==> config.mk <==
export PLATFORM = sky130hd
export DESIGN_NAME = alarm_set_ctrl_flat
export DESIGN_NICKNAME = d
export VERILOG_FILES = /design/src/rtl/alarm_set_ctrl_if.sv /design/src/rtl/alarm_set_ctrl.sv /design/src/flat_wrapper.sv
export SDC_FILE = /design/constraint.sdc
export NUM_CORES = 1
export LEC_CHECK = 0
export BUFFER_PORTS_ARGS = -buffer_cell sky130_fd_sc_hd__clkbuf_2
export CAP_MARGIN = 20
export CORE_MARGIN = 4
export CORE_UTILIZATION = 30
export CTS_CLUSTER_SIZE = 8
export DETAILED_ROUTE_END_ITERATION = 12
export PLACE_DENSITY = 0.57
export SYNTH_ARGS = -nofsm -noshare
export SYNTH_HDL_FRONTEND = slang
export SYNTH_SLANG_ARGS = --single-unit
==> constraint.sdc <==
create_clock -name clk -period 2.2 [get_ports clk]
set_input_delay 0.11 -clock clk [delete_from_list [all_inputs] [get_ports clk]]
set_output_delay 0.11 -clock clk [all_outputs]
set_load 0.01 [all_outputs]
==> src/rtl/alarm_set_ctrl_if.sv <==
// Signal bundle between alarm_set_ctrl and its neighbours (buttons, time counter, alarm store).
// snooze_btn exists only when SNOOZE_EN is defined. state_dbg mirrors the controller FSM state.
interface alarm_set_ctrl_if;
  logic       set_btn;
  logic       inc_btn;
  logic       stop_btn;
  logic       alarm_en;
  logic       sec_tick;
  logic [7:0] cur_sec;
  logic [7:0] cur_min;
  logic [7:0] cur_hour;
  logic [7:0] alm_sec;
  logic [7:0] alm_min;
  logic [7:0] alm_hour;
  logic [7:0] wr_sec;
  logic [7:0] wr_min;
  logic [7:0] wr_hour;
  logic       wr_en;
  logic [1:0] edit_field;
  logic       ringing;
  logic [2:0] state_dbg;
`ifdef SNOOZE_EN
  logic       snooze_btn;

  modport master (
    output set_btn, inc_btn, stop_btn, alarm_en, sec_tick, snooze_btn,
    output cur_sec, cur_min, cur_hour, alm_sec, alm_min, alm_hour,
    input  wr_sec, wr_min, wr_hour, wr_en, edit_field, ringing, state_dbg
  );

  modport slave (
    input  set_btn, inc_btn, stop_btn, alarm_en, sec_tick, snooze_btn,
    input  cur_sec, cur_min, cur_hour, alm_sec, alm_min, alm_hour,
    output wr_sec, wr_min, wr_hour, wr_en, edit_field, ringing, state_dbg
  );
`else
  modport master (
    output set_btn, inc_btn, stop_btn, alarm_en, sec_tick,
    output cur_sec, cur_min, cur_hour, alm_sec, alm_min, alm_hour,
    input  wr_sec, wr_min, wr_hour, wr_en, edit_field, ringing, state_dbg
  );

  modport slave (
    input  set_btn, inc_btn, stop_btn, alarm_en, sec_tick,
    input  cur_sec, cur_min, cur_hour, alm_sec, alm_min, alm_hour,
    output wr_sec, wr_min, wr_hour, wr_en, edit_field, ringing, state_dbg
  );
`endif
endinterface

==> src/rtl/alarm_set_ctrl.sv <==
// Alarm-time edit sequencer and ring controller. Optional snooze support is compiled in
// with the SNOOZE_EN macro. All buttons are one-cycle pulses; every output is a flop.
module alarm_set_ctrl #(
  parameter logic [7:0] RING_SECS  = 8'd30,
  parameter int         SNOOZE_MIN = 5
) (
  input  logic           clk,
  input  logic           reset,
  alarm_set_ctrl_if.slave bus
);

  if (RING_SECS == 8'd0 || SNOOZE_MIN < 1 || SNOOZE_MIN > 59) begin : g_bad_param
    $error("alarm_set_ctrl: parameter out of legal range");
  end

  typedef enum logic [2:0] {
    S_IDLE,
    S_EDIT_H,
    S_EDIT_M,
    S_EDIT_S,
    S_COMMIT,
    S_RING
`ifdef SNOOZE_EN
    , S_SNOOZE
`endif
  } state_t;

  state_t     state_q, state_d;
  logic [7:0] wr_hour_q, wr_hour_d;
  logic [7:0] wr_min_q, wr_min_d;
  logic [7:0] wr_sec_q, wr_sec_d;
  logic       wr_en_q, wr_en_d;
  logic [1:0] edit_field_q, edit_field_d;
  logic       ringing_q, ringing_d;
  logic [7:0] ring_cnt_q, ring_cnt_d;
  logic       alm_match;
`ifdef SNOOZE_EN
  logic [7:0]  snz_hour_q, snz_hour_d;
  logic [7:0]  snz_min_q, snz_min_d;
  logic [7:0]  snz_sec_q, snz_sec_d;
  logic        snz_match;
  logic [15:0] snz_target;
`endif

  // Any illegal BCD value or the field maximum rolls to 00.
  function automatic logic [7:0] bcd_inc(input logic [7:0] v, input logic [7:0] max_v);
    if (v[3:0] > 4'd9 || v[7:4] > 4'd9 || v >= max_v) return 8'h00;
    else if (v[3:0] == 4'd9) return {v[7:4] + 4'd1, 4'h0};
    else return v + 8'd1;
  endfunction

`ifdef SNOOZE_EN
  function automatic logic [7:0] to_bcd(input int v);
    return {4'(v / 10), 4'(v % 10)};
  endfunction

  // Returns {hour, min} of the alarm pushed forward by SNOOZE_MIN minutes.
  function automatic logic [15:0] snooze_add(input logic [7:0] h, input logic [7:0] m);
    int hb;
    int mb;
    hb = int'(h[7:4]) * 10 + int'(h[3:0]);
    mb = int'(m[7:4]) * 10 + int'(m[3:0]) + SNOOZE_MIN;
    if (mb >= 60) begin
      mb = mb - 60;
      hb = hb + 1;
    end
    if (hb >= 24) hb = hb - 24;
    return {to_bcd(hb), to_bcd(mb)};
  endfunction

  assign snz_target = snooze_add(bus.alm_hour, bus.alm_min);
  assign snz_match  = bus.sec_tick && bus.cur_hour == snz_hour_q &&
                      bus.cur_min == snz_min_q && bus.cur_sec == snz_sec_q;
`endif

  assign alm_match = bus.alarm_en && bus.sec_tick && bus.cur_hour == bus.alm_hour &&
                     bus.cur_min == bus.alm_min && bus.cur_sec == bus.alm_sec;

  always_comb begin
    state_d    = state_q;
    wr_hour_d  = wr_hour_q;
    wr_min_d   = wr_min_q;
    wr_sec_d   = wr_sec_q;
    ring_cnt_d = ring_cnt_q;
`ifdef SNOOZE_EN
    snz_hour_d = snz_hour_q;
    snz_min_d  = snz_min_q;
    snz_sec_d  = snz_sec_q;
`endif
    case (state_q)
      S_IDLE: begin
        if (bus.set_btn) begin
          wr_hour_d = bus.alm_hour;
          wr_min_d  = bus.alm_min;
          wr_sec_d  = bus.alm_sec;
          state_d   = S_EDIT_H;
        end else if (alm_match) begin
          ring_cnt_d = 8'd0;
          state_d    = S_RING;
        end
      end
      S_EDIT_H: begin
        if (bus.set_btn)      state_d   = S_EDIT_M;
        else if (bus.inc_btn) wr_hour_d = bcd_inc(wr_hour_q, 8'h23);
      end
      S_EDIT_M: begin
        if (bus.set_btn)      state_d  = S_EDIT_S;
        else if (bus.inc_btn) wr_min_d = bcd_inc(wr_min_q, 8'h59);
      end
      S_EDIT_S: begin
        if (bus.set_btn)      state_d  = S_COMMIT;
        else if (bus.inc_btn) wr_sec_d = bcd_inc(wr_sec_q, 8'h59);
      end
      S_COMMIT: state_d = S_IDLE;
      S_RING: begin
        if (bus.stop_btn || !bus.alarm_en) begin
          state_d = S_IDLE;
        end
`ifdef SNOOZE_EN
        else if (bus.snooze_btn) begin
          snz_hour_d = snz_target[15:8];
          snz_min_d  = snz_target[7:0];
          snz_sec_d  = bus.alm_sec;
          state_d    = S_SNOOZE;
        end
`endif
        else if (bus.sec_tick) begin
          ring_cnt_d = ring_cnt_q + 8'd1;
          if (ring_cnt_d == RING_SECS) state_d = S_IDLE;
        end
      end
`ifdef SNOOZE_EN
      S_SNOOZE: begin
        if (bus.stop_btn || !bus.alarm_en || bus.set_btn) begin
          state_d = S_IDLE;
        end else if (snz_match) begin
          ring_cnt_d = 8'd0;
          state_d    = S_RING;
        end
      end
`endif
      default: state_d = S_IDLE;
    endcase

    // Outputs are registered from the next state so they change with it.
    wr_en_d   = (state_d == S_COMMIT);
    ringing_d = (state_d == S_RING);
    case (state_d)
      S_EDIT_H: edit_field_d = 2'd1;
      S_EDIT_M: edit_field_d = 2'd2;
      S_EDIT_S: edit_field_d = 2'd3;
      default:  edit_field_d = 2'd0;
    endcase
  end

  always_ff @(posedge clk) begin
    if (reset) begin
      state_q      <= S_IDLE;
      wr_hour_q    <= 8'h00;
      wr_min_q     <= 8'h00;
      wr_sec_q     <= 8'h00;
      wr_en_q      <= 1'b0;
      edit_field_q <= 2'd0;
      ringing_q    <= 1'b0;
      ring_cnt_q   <= 8'd0;
`ifdef SNOOZE_EN
      snz_hour_q   <= 8'h00;
      snz_min_q    <= 8'h00;
      snz_sec_q    <= 8'h00;
`endif
    end else begin
      state_q      <= state_d;
      wr_hour_q    <= wr_hour_d;
      wr_min_q     <= wr_min_d;
      wr_sec_q     <= wr_sec_d;
      wr_en_q      <= wr_en_d;
      edit_field_q <= edit_field_d;
      ringing_q    <= ringing_d;
      ring_cnt_q   <= ring_cnt_d;
`ifdef SNOOZE_EN
      snz_hour_q   <= snz_hour_d;
      snz_min_q    <= snz_min_d;
      snz_sec_q    <= snz_sec_d;
`endif
    end
  end

  assign bus.wr_hour    = wr_hour_q;
  assign bus.wr_min     = wr_min_q;
  assign bus.wr_sec     = wr_sec_q;
  assign bus.wr_en      = wr_en_q;
  assign bus.edit_field = edit_field_q;
  assign bus.ringing    = ringing_q;
  assign bus.state_dbg  = state_q;

endmodule

==> src/flat_wrapper.sv <==
// flat-port wrapper written by rule: the top's interface ports become plain ports
module alarm_set_ctrl_flat 
#(
  parameter logic [7:0] RING_SECS  = 8'd30,
  parameter int         SNOOZE_MIN = 5
)
  (clk, reset, bus_set_btn, bus_inc_btn, bus_stop_btn, bus_alarm_en, bus_sec_tick, bus_cur_sec, bus_cur_min, bus_cur_hour, bus_alm_sec, bus_alm_min, bus_alm_hour, bus_wr_sec, bus_wr_min, bus_wr_hour, bus_wr_en, bus_edit_field, bus_ringing, bus_state_dbg);
  alarm_set_ctrl_if bus_i ();
  input  logic clk;
  input  logic reset;
  input wire logic [$bits(bus_i.set_btn)-1:0] bus_set_btn;
  input wire logic [$bits(bus_i.inc_btn)-1:0] bus_inc_btn;
  input wire logic [$bits(bus_i.stop_btn)-1:0] bus_stop_btn;
  input wire logic [$bits(bus_i.alarm_en)-1:0] bus_alarm_en;
  input wire logic [$bits(bus_i.sec_tick)-1:0] bus_sec_tick;
  input wire logic [$bits(bus_i.cur_sec)-1:0] bus_cur_sec;
  input wire logic [$bits(bus_i.cur_min)-1:0] bus_cur_min;
  input wire logic [$bits(bus_i.cur_hour)-1:0] bus_cur_hour;
  input wire logic [$bits(bus_i.alm_sec)-1:0] bus_alm_sec;
  input wire logic [$bits(bus_i.alm_min)-1:0] bus_alm_min;
  input wire logic [$bits(bus_i.alm_hour)-1:0] bus_alm_hour;
  output wire logic [$bits(bus_i.wr_sec)-1:0] bus_wr_sec;
  output wire logic [$bits(bus_i.wr_min)-1:0] bus_wr_min;
  output wire logic [$bits(bus_i.wr_hour)-1:0] bus_wr_hour;
  output wire logic [$bits(bus_i.wr_en)-1:0] bus_wr_en;
  output wire logic [$bits(bus_i.edit_field)-1:0] bus_edit_field;
  output wire logic [$bits(bus_i.ringing)-1:0] bus_ringing;
  output wire logic [$bits(bus_i.state_dbg)-1:0] bus_state_dbg;
  assign bus_i.set_btn = bus_set_btn;
  assign bus_i.inc_btn = bus_inc_btn;
  assign bus_i.stop_btn = bus_stop_btn;
  assign bus_i.alarm_en = bus_alarm_en;
  assign bus_i.sec_tick = bus_sec_tick;
  assign bus_i.cur_sec = bus_cur_sec;
  assign bus_i.cur_min = bus_cur_min;
  assign bus_i.cur_hour = bus_cur_hour;
  assign bus_i.alm_sec = bus_alm_sec;
  assign bus_i.alm_min = bus_alm_min;
  assign bus_i.alm_hour = bus_alm_hour;
  assign bus_wr_sec = bus_i.wr_sec;
  assign bus_wr_min = bus_i.wr_min;
  assign bus_wr_hour = bus_i.wr_hour;
  assign bus_wr_en = bus_i.wr_en;
  assign bus_edit_field = bus_i.edit_field;
  assign bus_ringing = bus_i.ringing;
  assign bus_state_dbg = bus_i.state_dbg;
  alarm_set_ctrl #(.RING_SECS(RING_SECS), .SNOOZE_MIN(SNOOZE_MIN)) u_core (.clk(clk), .reset(reset), .bus(bus_i));
endmodule
==> impl_metrics.env, run 1 <==
export IMPL_status="complete, no violations"
export IMPL_slew_viol_final=0
export IMPL_ys_warn_count=0
export IMPL_grt_overflow=0
export IMPL_start_util=0.308
export IMPL_worstSetupStartpointType="flop"
export IMPL_syn_avg_cell_area_um2=7.61
export IMPL_r2r_start="u_core.bus.state_dbg[1]$_SDFF_PP0_"
export IMPL_maxCapViolCount=0
export IMPL_post_synth_num_cell_types=52
export IMPL_seqCellArea_um2=781
export IMPL_cts_htree_levels=2
export IMPL_ys_flop_type="dfxtp_1"
export IMPL_postSynth_asyncResetShare=0
export IMPL_fp_dieW_um=105
export IMPL_antenna_found_initial=0
export IMPL_setup_tns_ns=0
export IMPL_cts_inserted_buffers=5
export IMPL_worst_path_buf_inv=0
export IMPL_multi_input_area_um2=1920
export IMPL_path_class="flop to flop"
export IMPL_synth_seq_area_share=0.274
export IMPL_wl_met3_um=432
export IMPL_drtIter0Drc=142
export IMPL_wire_per_inst_um=14.5
export IMPL_crit_family="simple AND/OR/NAND/NOR gates"
export IMPL_dp_cells=580
export IMPL_drtAntennaViolNets=0
export IMPL_cts_sinks=39
export IMPL_whs_ns=0.0865
export IMPL_grt_pass1_wl_mm=14.2
export IMPL_route_final_wire_length_mm=8.57
export IMPL_wl_met1_mm=4.06
export IMPL_dp_hpwl_mm=6.56
export IMPL_path_clk_slew_ns=0.09
export IMPL_drc=0
export IMPL_finalCriticalPeriod_ns=1.98
export IMPL_synth_seq_cells=39
export IMPL_worstPathMaxFanout=14
export IMPL_worst_pin_slew_ns=0.557
export IMPL_final_setup_skew_ns=0.0117
export IMPL_max_stage_delay_ns=0.44
export IMPL_arrival_ns=2.20
export IMPL_dr_wl_met2_mm=3.95
export IMPL_drive_gt1_frac=0.254
export IMPL_dieHeight_um=105
export IMPL_tritoncts="done"
export IMPL_dieArea_um2=11100
export IMPL_ys_top_cells_by_area="dfxtp_1 (27%), xnor2_1 (9.9%), nand2_1 (5.8%)"
export IMPL_synth_area_um2=2850
export IMPL_rows=35
export IMPL_antenna_cells=0
export IMPL_hold_viol=0
export IMPL_syn_inst=374
export IMPL_hp_class="primary input to flop"
export IMPL_layout_nets=525
export IMPL_cp_required_ns=2.42
export IMPL_dp_slack_ns=0.233
export IMPL_core_area_um2=9240
export IMPL_synth_area_leader_cell="dfxtp_1"
export IMPL_max_slew_margin=0.627
export IMPL_dr_max_layer_used="met4"
export IMPL_grt_usage=0.156
export IMPL_place_congestion=0.882
export IMPL_slowest_stage="dfxtp_1"
export IMPL_ir_worst_vdd_uv=237
export IMPL_ctsHoldBuffers=0
export IMPL_layout_commonest_cell="clkbuf_2"
export IMPL_fin_crit_sh=0.902
export IMPL_cellPowerDensity_nw_per_um2=507
export IMPL_leakagePower_uw=0.00144
export IMPL_timing_fmax_mhz=504
export IMPL_endpoint_kind="flop"
export IMPL_syn_nets=440
export IMPL_hold_start="bus_alm_min[7]"
export IMPL_vias=2985
export IMPL_clock_latency_ns=0.30
export IMPL_post_layout_nonfiller_instances=589
export IMPL_timing_final_ws_setup_ns=0.216
export IMPL_cts_buffer_depth=2
export IMPL_n_fill_cell=1000
export IMPL_grt_pass1_vias=2862
export IMPL_synth_top_area_share=0.274
export IMPL_grt_start_max_net_pins=26
export IMPL_grt_setup_unrepaired="false"
export IMPL_vias_per_cell=5.07
export IMPL_io_pins=86
export IMPL_area_delta_synth_final_pct=24.3
export IMPL_numPortBuffers=85
export IMPL_final_cell_mix="clkbuf_2 (85), nand2_1 (44), dfxtp_1 (39), xnor2_1 (32), nor2_1 (31)"
export IMPL_first_pass_iters=4
export IMPL_path_cells="or3b_1 -> or4_4 -> a21oi_4 -> o211ai_1 -> a311oi_2"
export IMPL_setup_viol=0
export IMPL_startpoint="u_core.bus.state_dbg[1]$_SDFF_PP0_"
export IMPL_synth_edf_count=0
export IMPL_clock_root_buffer="clkbuf_8"
[final cells by class]
type                    count  share of cell area
inverters                  18              0.0191
multi-input cells         296               0.542
repair buffers             99               0.150
well taps                 129              0.0456
clock inverters             1             0.00141
clock buffers               7              0.0216
flip-flops and latches     39               0.221
[state kept, by name (all words and copies together), names as in the netlist]
signal	count
u_core.bus.state_dbg	3
u_core.bus.edit_field	2
u_core.ring_cnt_q	8
u_core.bus.ringing	1
u_core.bus.wr_min	8
u_core.bus.wr_sec	8
u_core.bus.wr_hour	8
u_core.bus.wr_en	1
[where the power goes]
| group | total [uW] | internal, uW | switching, uW |
|---|---|---|---|
| Combinational | 480 | 219 | 261 |
| Sequential | 829 | 749 | 80.4 |
| Clock | 484 | 223 | 261 |
[Yosys cell counts, types with 6 or more instances]
| library cell | count |
|---|---|
| nand2_1 | 44 |
| dfxtp_1 | 39 |
| xnor2_1 | 32 |
| nor2_1 | 31 |
| a21oi_1 | 25 |
| inv_1 | 18 |
| clkbuf_1 | 15 |
| nand3_1 | 15 |
| o21ai_0 | 12 |
| ha_1 | 11 |
| nor3_1 | 10 |
| nand4_1 | 9 |
| a311oi_1 | 8 |
| nand2b_1 | 8 |
| and3_1 | 7 |
| o31ai_1 | 7 |
| a22oi_1 | 6 |
[worst register-to-register path: stages (launching register included)]
cell and delay (ns):
dfxtp_1 0.44, or3b_1 0.42, or4_4 0.43, a21oi_4 0.23, o211ai_1 0.15, a311oi_2 0.24
[routing by layer]
layer  global-route usage  vias up
li1                     -     1517
met1                0.206     1373
met2                0.256       85
met3               0.0306       10
met4               0.0440        0
met5                    0        -
[worst paths after layout]
check,end,slack [ns],cells past startpoint
worst max-delay path,u_core.bus.wr_hour[5]$_SDFFE_PP0P_,0.22,5
worst min register to register,u_core.bus.wr_min[7]$_SDFFE_PP0P_,0.51,2
worst min-delay path,u_core.bus.wr_min[7]$_SDFFE_PP0P_,0.09,3
worst max register to register,u_core.bus.wr_hour[5]$_SDFFE_PP0P_,0.22,5
[what timing repair did]
| action | in CTS | in global routing |
|---|---|---|
| gates resized for setup | 0 | 0 |
| setup endpoints to repair | 0 | 1 |
| endpoints found under the hold margin | 0 | 0 |
| buffers inserted | 0 | 1 |
[metrics by stage]
step | area [um2] | util | power [uW]
6_report | 3540 | 0.383 | 1790
5_1_grt | 3540 | 0.383 | 1910
3_3_place_gp | 3450 | 0.373 | 1320
2_1_floorplan | 2850 | - | 1130
3_5_place_dp | 3450 | 0.373 | 1320
4_1_cts | 3530 | 0.382 | 1820
[logic make-up after synthesis]
group	share of synthesized area
xor+xnor	0.105
mux	0.0119
compound gates	0.233
simple gates	0.275
buf+inv	0.0523
fa+ha+maj	0.0484
flops	0.274
Note: power is estimated with default switching activity, not from simulation.
==> run 2: changes to the inputs <==
--- a/config.mk
+++ b/config.mk
@@ -5,13 +5,15 @@
 export SDC_FILE = /design/constraint.sdc
 export NUM_CORES = 1
 export LEC_CHECK = 0
-export BUFFER_PORTS_ARGS = -buffer_cell sky130_fd_sc_hd__clkbuf_2
 export CAP_MARGIN = 20
+export CELL_PAD_IN_SITES_DETAIL_PLACEMENT = 1
+export CELL_PAD_IN_SITES_GLOBAL_PLACEMENT = 2
 export CORE_MARGIN = 4
 export CORE_UTILIZATION = 30
 export CTS_CLUSTER_SIZE = 8
 export DETAILED_ROUTE_END_ITERATION = 12
-export PLACE_DENSITY = 0.57
+export DONT_BUFFER_PORTS = 1
+export PLACE_DENSITY = 0.76
 export SYNTH_ARGS = -nofsm -noshare
 export SYNTH_HDL_FRONTEND = slang
 export SYNTH_SLANG_ARGS = --single-unit
==> run 2 against run 1 <==
Against the previous run: register-to-register slack better by 0.02 ns; utilization decreased by 2.6 points; first-iteration DRC count decreased by 35%; sequential power increased by 0.8%; clock power increased by 33%; critical path type unchanged; clock skew up 0.0041 ns; fmax up 0.78%; wire length is 7.6% higher.
==> impl_metrics.env, run 2 (synthesized netlist as in run 1, its figures left out) <==
export IMPL_final_cell_mix="nand2_1 (44), dfxtp_1 (38), xnor2_1 (32), nor2_1 (31), a21oi_1 (25)"
export IMPL_hold_depth=2
export IMPL_path_cells="buf_4 -> and3b_1 -> nand3b_1 -> nor2_1 -> a21oi_1 -> mux2_2"
export IMPL_cts_buffer_depth=2
export IMPL_worst_pin_slew_ns=0.596
export IMPL_final_area_um2=3300
export IMPL_cp_depth=6
export IMPL_final_util=0.357
export IMPL_vias_per_cell=5.45
export IMPL_worst_path_buf_inv=1
export IMPL_max_stage_delay_ns=0.49
export IMPL_wire_per_inst_um=17.8
export IMPL_reg2regPathDepth=6
export IMPL_worstPathMaxFanout=9
export IMPL_fin_crit_sh=0.895
export IMPL_fp_dieW_um=105
export IMPL_cts_sinks=39
export IMPL_io_pins=86
export IMPL_antenna_cells=0
export IMPL_core_area_um2=9240
export IMPL_postCtsSetupBuffers=0
export IMPL_numPortBuffers=0
export IMPL_max_slew_margin=0.601
export IMPL_antenna_found_initial=0
export IMPL_route_final_wire_length_mm=9.21
export IMPL_maxCapViolCount=0
export IMPL_leakagePower_uw=0.00116
export IMPL_start_util=0.308
export IMPL_vias=2821
export IMPL_hold_viol=0
export IMPL_whs_ns=0.0252
export IMPL_layout_nets=454
export IMPL_clock_latency_ns=0.30
export IMPL_drtIter0Drc=93
export IMPL_clock_root_buffer="clkbuf_8"
export IMPL_drive_gt1_frac=0.113
export IMPL_finalCriticalPeriod_ns=1.97
export IMPL_dieArea_um2=11100
export IMPL_cellPowerDensity_nw_per_um2=573
export IMPL_setup_viol=0
export IMPL_layout_commonest_cell="nand2_1"
export IMPL_n_fill_cell=1137
export IMPL_final_setup_skew_ns=0.0158
export IMPL_place_congestion=0.844
export IMPL_grt_usage=0.168
export IMPL_slowest_stage="dfxtp_1"
export IMPL_dieHeight_um=105
export IMPL_grt_pass1_wl_mm=15.3
export IMPL_first_pass_iters=4
export IMPL_cts_inserted_buffers=5
export IMPL_path_clk_slew_ns=0.10
export IMPL_timing_fmax_mhz=508
export IMPL_setup_tns_ns=0
export IMPL_path_class="flop to flop"
export IMPL_tritoncts="done"
export IMPL_rows=35
export IMPL_status="complete, no violations"
export IMPL_dp_hpwl_mm=7.05
export IMPL_drc=0
export IMPL_grt_overflow=0
export IMPL_cp_required_ns=2.41
export IMPL_endpoint_kind="flop"
export IMPL_grt_pass1_vias=2975
export IMPL_worstSetupStartpointType="flop"
export IMPL_drtAntennaViolNets=0
export IMPL_hp_class="primary input to flop"
export IMPL_postPlaceCellArea_um2=3080
export IMPL_slew_viol_final=0
export IMPL_cts_htree_levels=2
export IMPL_arrival_ns=2.17
export IMPL_crit_family="flip-flops"
export IMPL_ir_worst_vdd_uv=237
export IMPL_grt_start_max_net_pins=32
export IMPL_grt_setup_unrepaired="false"
export IMPL_area_delta_synth_final_pct=15.8
run 2: worst paths after layout:
| check | start | to | slack, ns |
|---|---|---|---|
| setup / recovery | u_core.bus.state_dbg[1]$_SDFF_PP0_ | u_core.ring_cnt_q[6]$_SDFFE_PP0P_ | 0.23 |
| hold / removal | bus_set_btn | u_core.bus.state_dbg[2]$_SDFF_PP0_ | 0.03 |
| setup reg to reg | u_core.bus.state_dbg[1]$_SDFF_PP0_ | u_core.ring_cnt_q[6]$_SDFFE_PP0P_ | 0.23 |
| hold reg to reg | u_core.bus.wr_min[7]$_SDFFE_PP0P_ | u_core.bus.wr_min[7]$_SDFFE_PP0P_ | 0.55 |
run 2: metal layers:
layer | up-vias | global-route usage | share of wire
met3 | 9 | 0.0582 | 0.073
met4 | 0 | 0.0403 | 0.011
met2 | 78 | 0.274 | 0.47
met5 | - | 0 | 0
li1 | 1375 | - | -
met1 | 1359 | 0.211 | 0.45
run 2: per-stage QoR:
stage | std cells | setup WS (ns) | power, uW
floorplan | 374 | 0.261 | 1130
global placement | 502 | 0.259 | 1230
detailed placement | 502 | 0.173 | 1230
CTS | 518 | 0.147 | 1910
global route | 518 | 0.0312 | 2000
finish | 518 | 0.231 | 1890
run 2: what timing repair did:
item / in CTS / in global routing
hold endpoints to repair: 32 / 0
gates resized for setup: 0 / 3
endpoints found under the setup margin: 0 / 3
hold buffers: 8 / 0
run 2: final cells by class:
| class | instances | area [um2] | share of cell area |
|---|---|---|---|
| Sequential cell | 39 | 782 | 0.237 |
| Multi-Input combinational cell | 296 | 1930 | 0.585 |
| Clock buffer | 5 | 68.8 | 0.0209 |
| Timing Repair Buffer | 28 | 240 | 0.0729 |
| Tap cell | 129 | 161 | 0.0490 |
| Clock inverter | 3 | 46.3 | 0.0140 |
| Inverter | 18 | 67.6 | 0.0205 |
run 2: where the power goes:
group	leakage [uW]	switching, uW	internal [uW]
clock network	0.0000548	301	342
logic	0.000790	222	185
registers	0.000319	87.5	749
total	0.00116	610	1280
==> run 3: changes to the inputs <==
--- a/config.mk
+++ b/config.mk
@@ -9,11 +9,11 @@
 export CELL_PAD_IN_SITES_DETAIL_PLACEMENT = 1
 export CELL_PAD_IN_SITES_GLOBAL_PLACEMENT = 2
 export CORE_MARGIN = 4
-export CORE_UTILIZATION = 30
+export CORE_UTILIZATION = 35
 export CTS_CLUSTER_SIZE = 8
 export DETAILED_ROUTE_END_ITERATION = 12
 export DONT_BUFFER_PORTS = 1
-export PLACE_DENSITY = 0.76
+export PLACE_DENSITY = 0.85
 export SYNTH_ARGS = -nofsm -noshare
 export SYNTH_HDL_FRONTEND = slang
 export SYNTH_SLANG_ARGS = --single-unit
==> run 3 against run 2 <==
Against the previous run: sequential share of layout area grew 0.11 points; clock skew shrank 0.0079 ns; power grew 0.43%; final cell count shrank 4.4%; die area shrank 13%; via count grew 1.1%; sequential power shrank 2%; highest routed layer unchanged; sequential cell count is the same; global-route usage grew 2.0 points; first-iteration DRC count grew 3.2%.
==> impl_metrics.env, run 3 (synthesized netlist as in run 1, its figures left out) <==
export IMPL_status="complete, no violations"
export IMPL_maxCapViolCount=0
export IMPL_rows=32
export IMPL_layout_commonest_cell="nand2_1"
export IMPL_crit_family="simple AND/OR/NAND/NOR gates"
export IMPL_finalCriticalPeriod_ns=2.02
export IMPL_cts_inserted_buffers=5
export IMPL_dieArea_um2=9640
export IMPL_arrival_ns=2.23
export IMPL_vias_per_cell=5.76
export IMPL_seqPwrFrac=0.434
export IMPL_leakagePower_uw=0.00119
export IMPL_tritoncts="done"
export IMPL_timing_final_ws_setup_ns=0.185
export IMPL_hold_viol=0
export IMPL_drive_gt1_frac=0.117
export IMPL_postPlaceCellArea_um2=3070
export IMPL_vias=2851
export IMPL_r2r_start="u_core.bus.state_dbg[0]$_SDFF_PP0_"
export IMPL_area_delta_synth_final_pct=15.3
export IMPL_dp_hpwl_mm=7.00
export IMPL_cts_htree_levels=2
export IMPL_cp_required_ns=2.41
export IMPL_internal_power_uw=1310
export IMPL_grt_start_max_net_pins=31
export IMPL_worst_pin_slew_ns=0.580
export IMPL_reg2regPathDepth=5
export IMPL_endpoint_kind="flop"
export IMPL_io_pins=86
export IMPL_max_stage_delay_ns=0.47
export IMPL_clock_root_buffer="clkbuf_8"
export IMPL_p_clk_frac=0.341
export IMPL_layout_nets=458
export IMPL_clock_latency_ns=0.30
export IMPL_hold_end="u_core.bus.wr_hour[5]$_SDFFE_PP0P_"
export IMPL_cts_sinks=39
export IMPL_final_util=0.420
export IMPL_hold_start="bus_alm_hour[5]"
export IMPL_setup_tns_ns=0
export IMPL_r2r_end="u_core.bus.wr_hour[1]$_SDFFE_PP0P_"
export IMPL_hp_class="primary input to flop"
export IMPL_worstSetupStartpointType="flop"
export IMPL_dp_slack_ns=0.180
export IMPL_drc=0
export IMPL_grt_usage=0.188
export IMPL_grt_setup_unrepaired="false"
export IMPL_dieHeight_um=98.2
export IMPL_wire_per_inst_um=18.5
export IMPL_fin_crit_sh=0.916
export IMPL_worst_path_buf_inv=0
export IMPL_cellPowerDensity_nw_per_um2=578
export IMPL_path_class="flop to flop"
export IMPL_timing_fmax_mhz=496
export IMPL_numPortBuffers=0
export IMPL_path_cells="or3b_1 -> or4_4 -> a21oi_4 -> a32oi_1 -> a211oi_1"
export IMPL_route_final_wire_length_mm=9.18
export IMPL_first_pass_iters=4
export IMPL_cts_buffer_depth=2
export IMPL_grt_overflow=0
export IMPL_path_clk_slew_ns=0.09
export IMPL_reg2reg_slack_ns=0.18
export IMPL_setup_viol=0
export IMPL_final_cell_mix="nand2_1 (44), dfxtp_1 (38), xnor2_1 (32), nor2_1 (31), a21oi_1 (25)"
export IMPL_core_area_um2=7810
export IMPL_antenna_cells=0
export IMPL_fp_dieW_um=98.2
export IMPL_postCtsSetupBuffers=0
export IMPL_grt_pass1_wl_mm=15.0
export IMPL_pwr_share_comb=0.225
export IMPL_ir_worst_vdd_uv=245
export IMPL_start_util=0.364
export IMPL_switching_power_uw=587
export IMPL_swShare=0.310
export IMPL_final_setup_skew_ns=0.00788
export IMPL_drtIter0Drc=96
export IMPL_grt_pass1_vias=2926
export IMPL_place_congestion=0.738
export IMPL_drtAntennaViolNets=0
export IMPL_max_slew_margin=0.612
export IMPL_worstPathMaxFanout=9
export IMPL_slowest_stage="dfxtp_1"
export IMPL_final_area_um2=3280
export IMPL_slew_viol_final=0
export IMPL_hold_depth=2
export IMPL_antenna_found_initial=0
[run 3: area by class of cell]
| type | instances | area, um2 |
|---|---|---|
| Fill cell | 995 | 4530 |
| Multi-Input combinational cell | 296 | 1920 |
| Sequential cell | 39 | 782 |
| Timing Repair Buffer | 32 | 270 |
| Tap cell | 102 | 128 |
| Clock buffer | 6 | 82.6 |
| Inverter | 18 | 67.6 |
| Clock inverter | 2 | 35.0 |
[run 3: worst register-to-register path, stage by stage, from the launching register on]
cell and delay, ns:
dfxtp_1 0.47, or3b_1 0.40, or4_4 0.44, a21oi_4 0.23, a32oi_1 0.13, a211oi_1 0.27
[run 3: worst max-delay path by stage]
stage	from	to	slack (ns)	cells after the start
finish	u_core.bus.state_dbg[0]$_SDFF_PP0_	u_core.bus.wr_hour[1]$_SDFFE_PP0P_	0.18	5
global route	u_core.bus.state_dbg[0]$_SDFF_PP0_	u_core.bus.wr_hour[1]$_SDFFE_PP0P_	0.03	5
CTS	u_core.bus.state_dbg[0]$_SDFF_PP0_	u_core.bus.wr_hour[1]$_SDFFE_PP0P_	0.16	5
detailed placement	u_core.bus.state_dbg[0]$_SDFF_PP0_	u_core.bus.wr_hour[1]$_SDFFE_PP0P_	0.18	5
global placement	u_core.bus.state_dbg[1]$_SDFF_PP0_	u_core.bus.wr_min[6]$_SDFFE_PP0P_	0.28	6
floorplan	u_core.bus.state_dbg[0]$_SDFF_PP0_	u_core.bus.wr_hour[5]$_SDFFE_PP0P_	0.26	6
[run 3: stage by stage]
stage                     hold WS [ns]  total power [uW]  instances
final                          0.00644              1900        495
after global routing          0.000238              1990        495
after floorplan                  0.261              1130        374
after detailed placement         0.188              1240        479
after CTS                      0.00135              1910        495
after global placement           0.186              1230        479
[run 3: metal layers]
layer	vias up	GRT usage	wire length, um
li1	1384	-	-
met1	1378	0.228	3910
met2	78	0.332	4540
met3	11	0.0500	614
met4	0	0.0452	119
met5	-	0	0
[run 3: what timing repair did]
| action | CTS | global route |
|---|---|---|
| endpoints found under the hold margin | 31 | 0 |
| endpoints found under the setup margin | 0 | 1 |
| hold buffers | 8 | 0 |
| gates resized for setup | 0 | 1 |
[run 3: power groups by stage]
| stage | combinational, uW | sequential [uW] | clock [uW] |
|---|---|---|---|
| after CTS | 430 | 824 | 660 |
| final | 427 | 823 | 646 |
| after detailed placement | 402 | 840 | 0 |
| after global placement | 390 | 840 | 0 |
| after global routing | 476 | 834 | 682 |
| after floorplan | 303 | 822 | 0 |
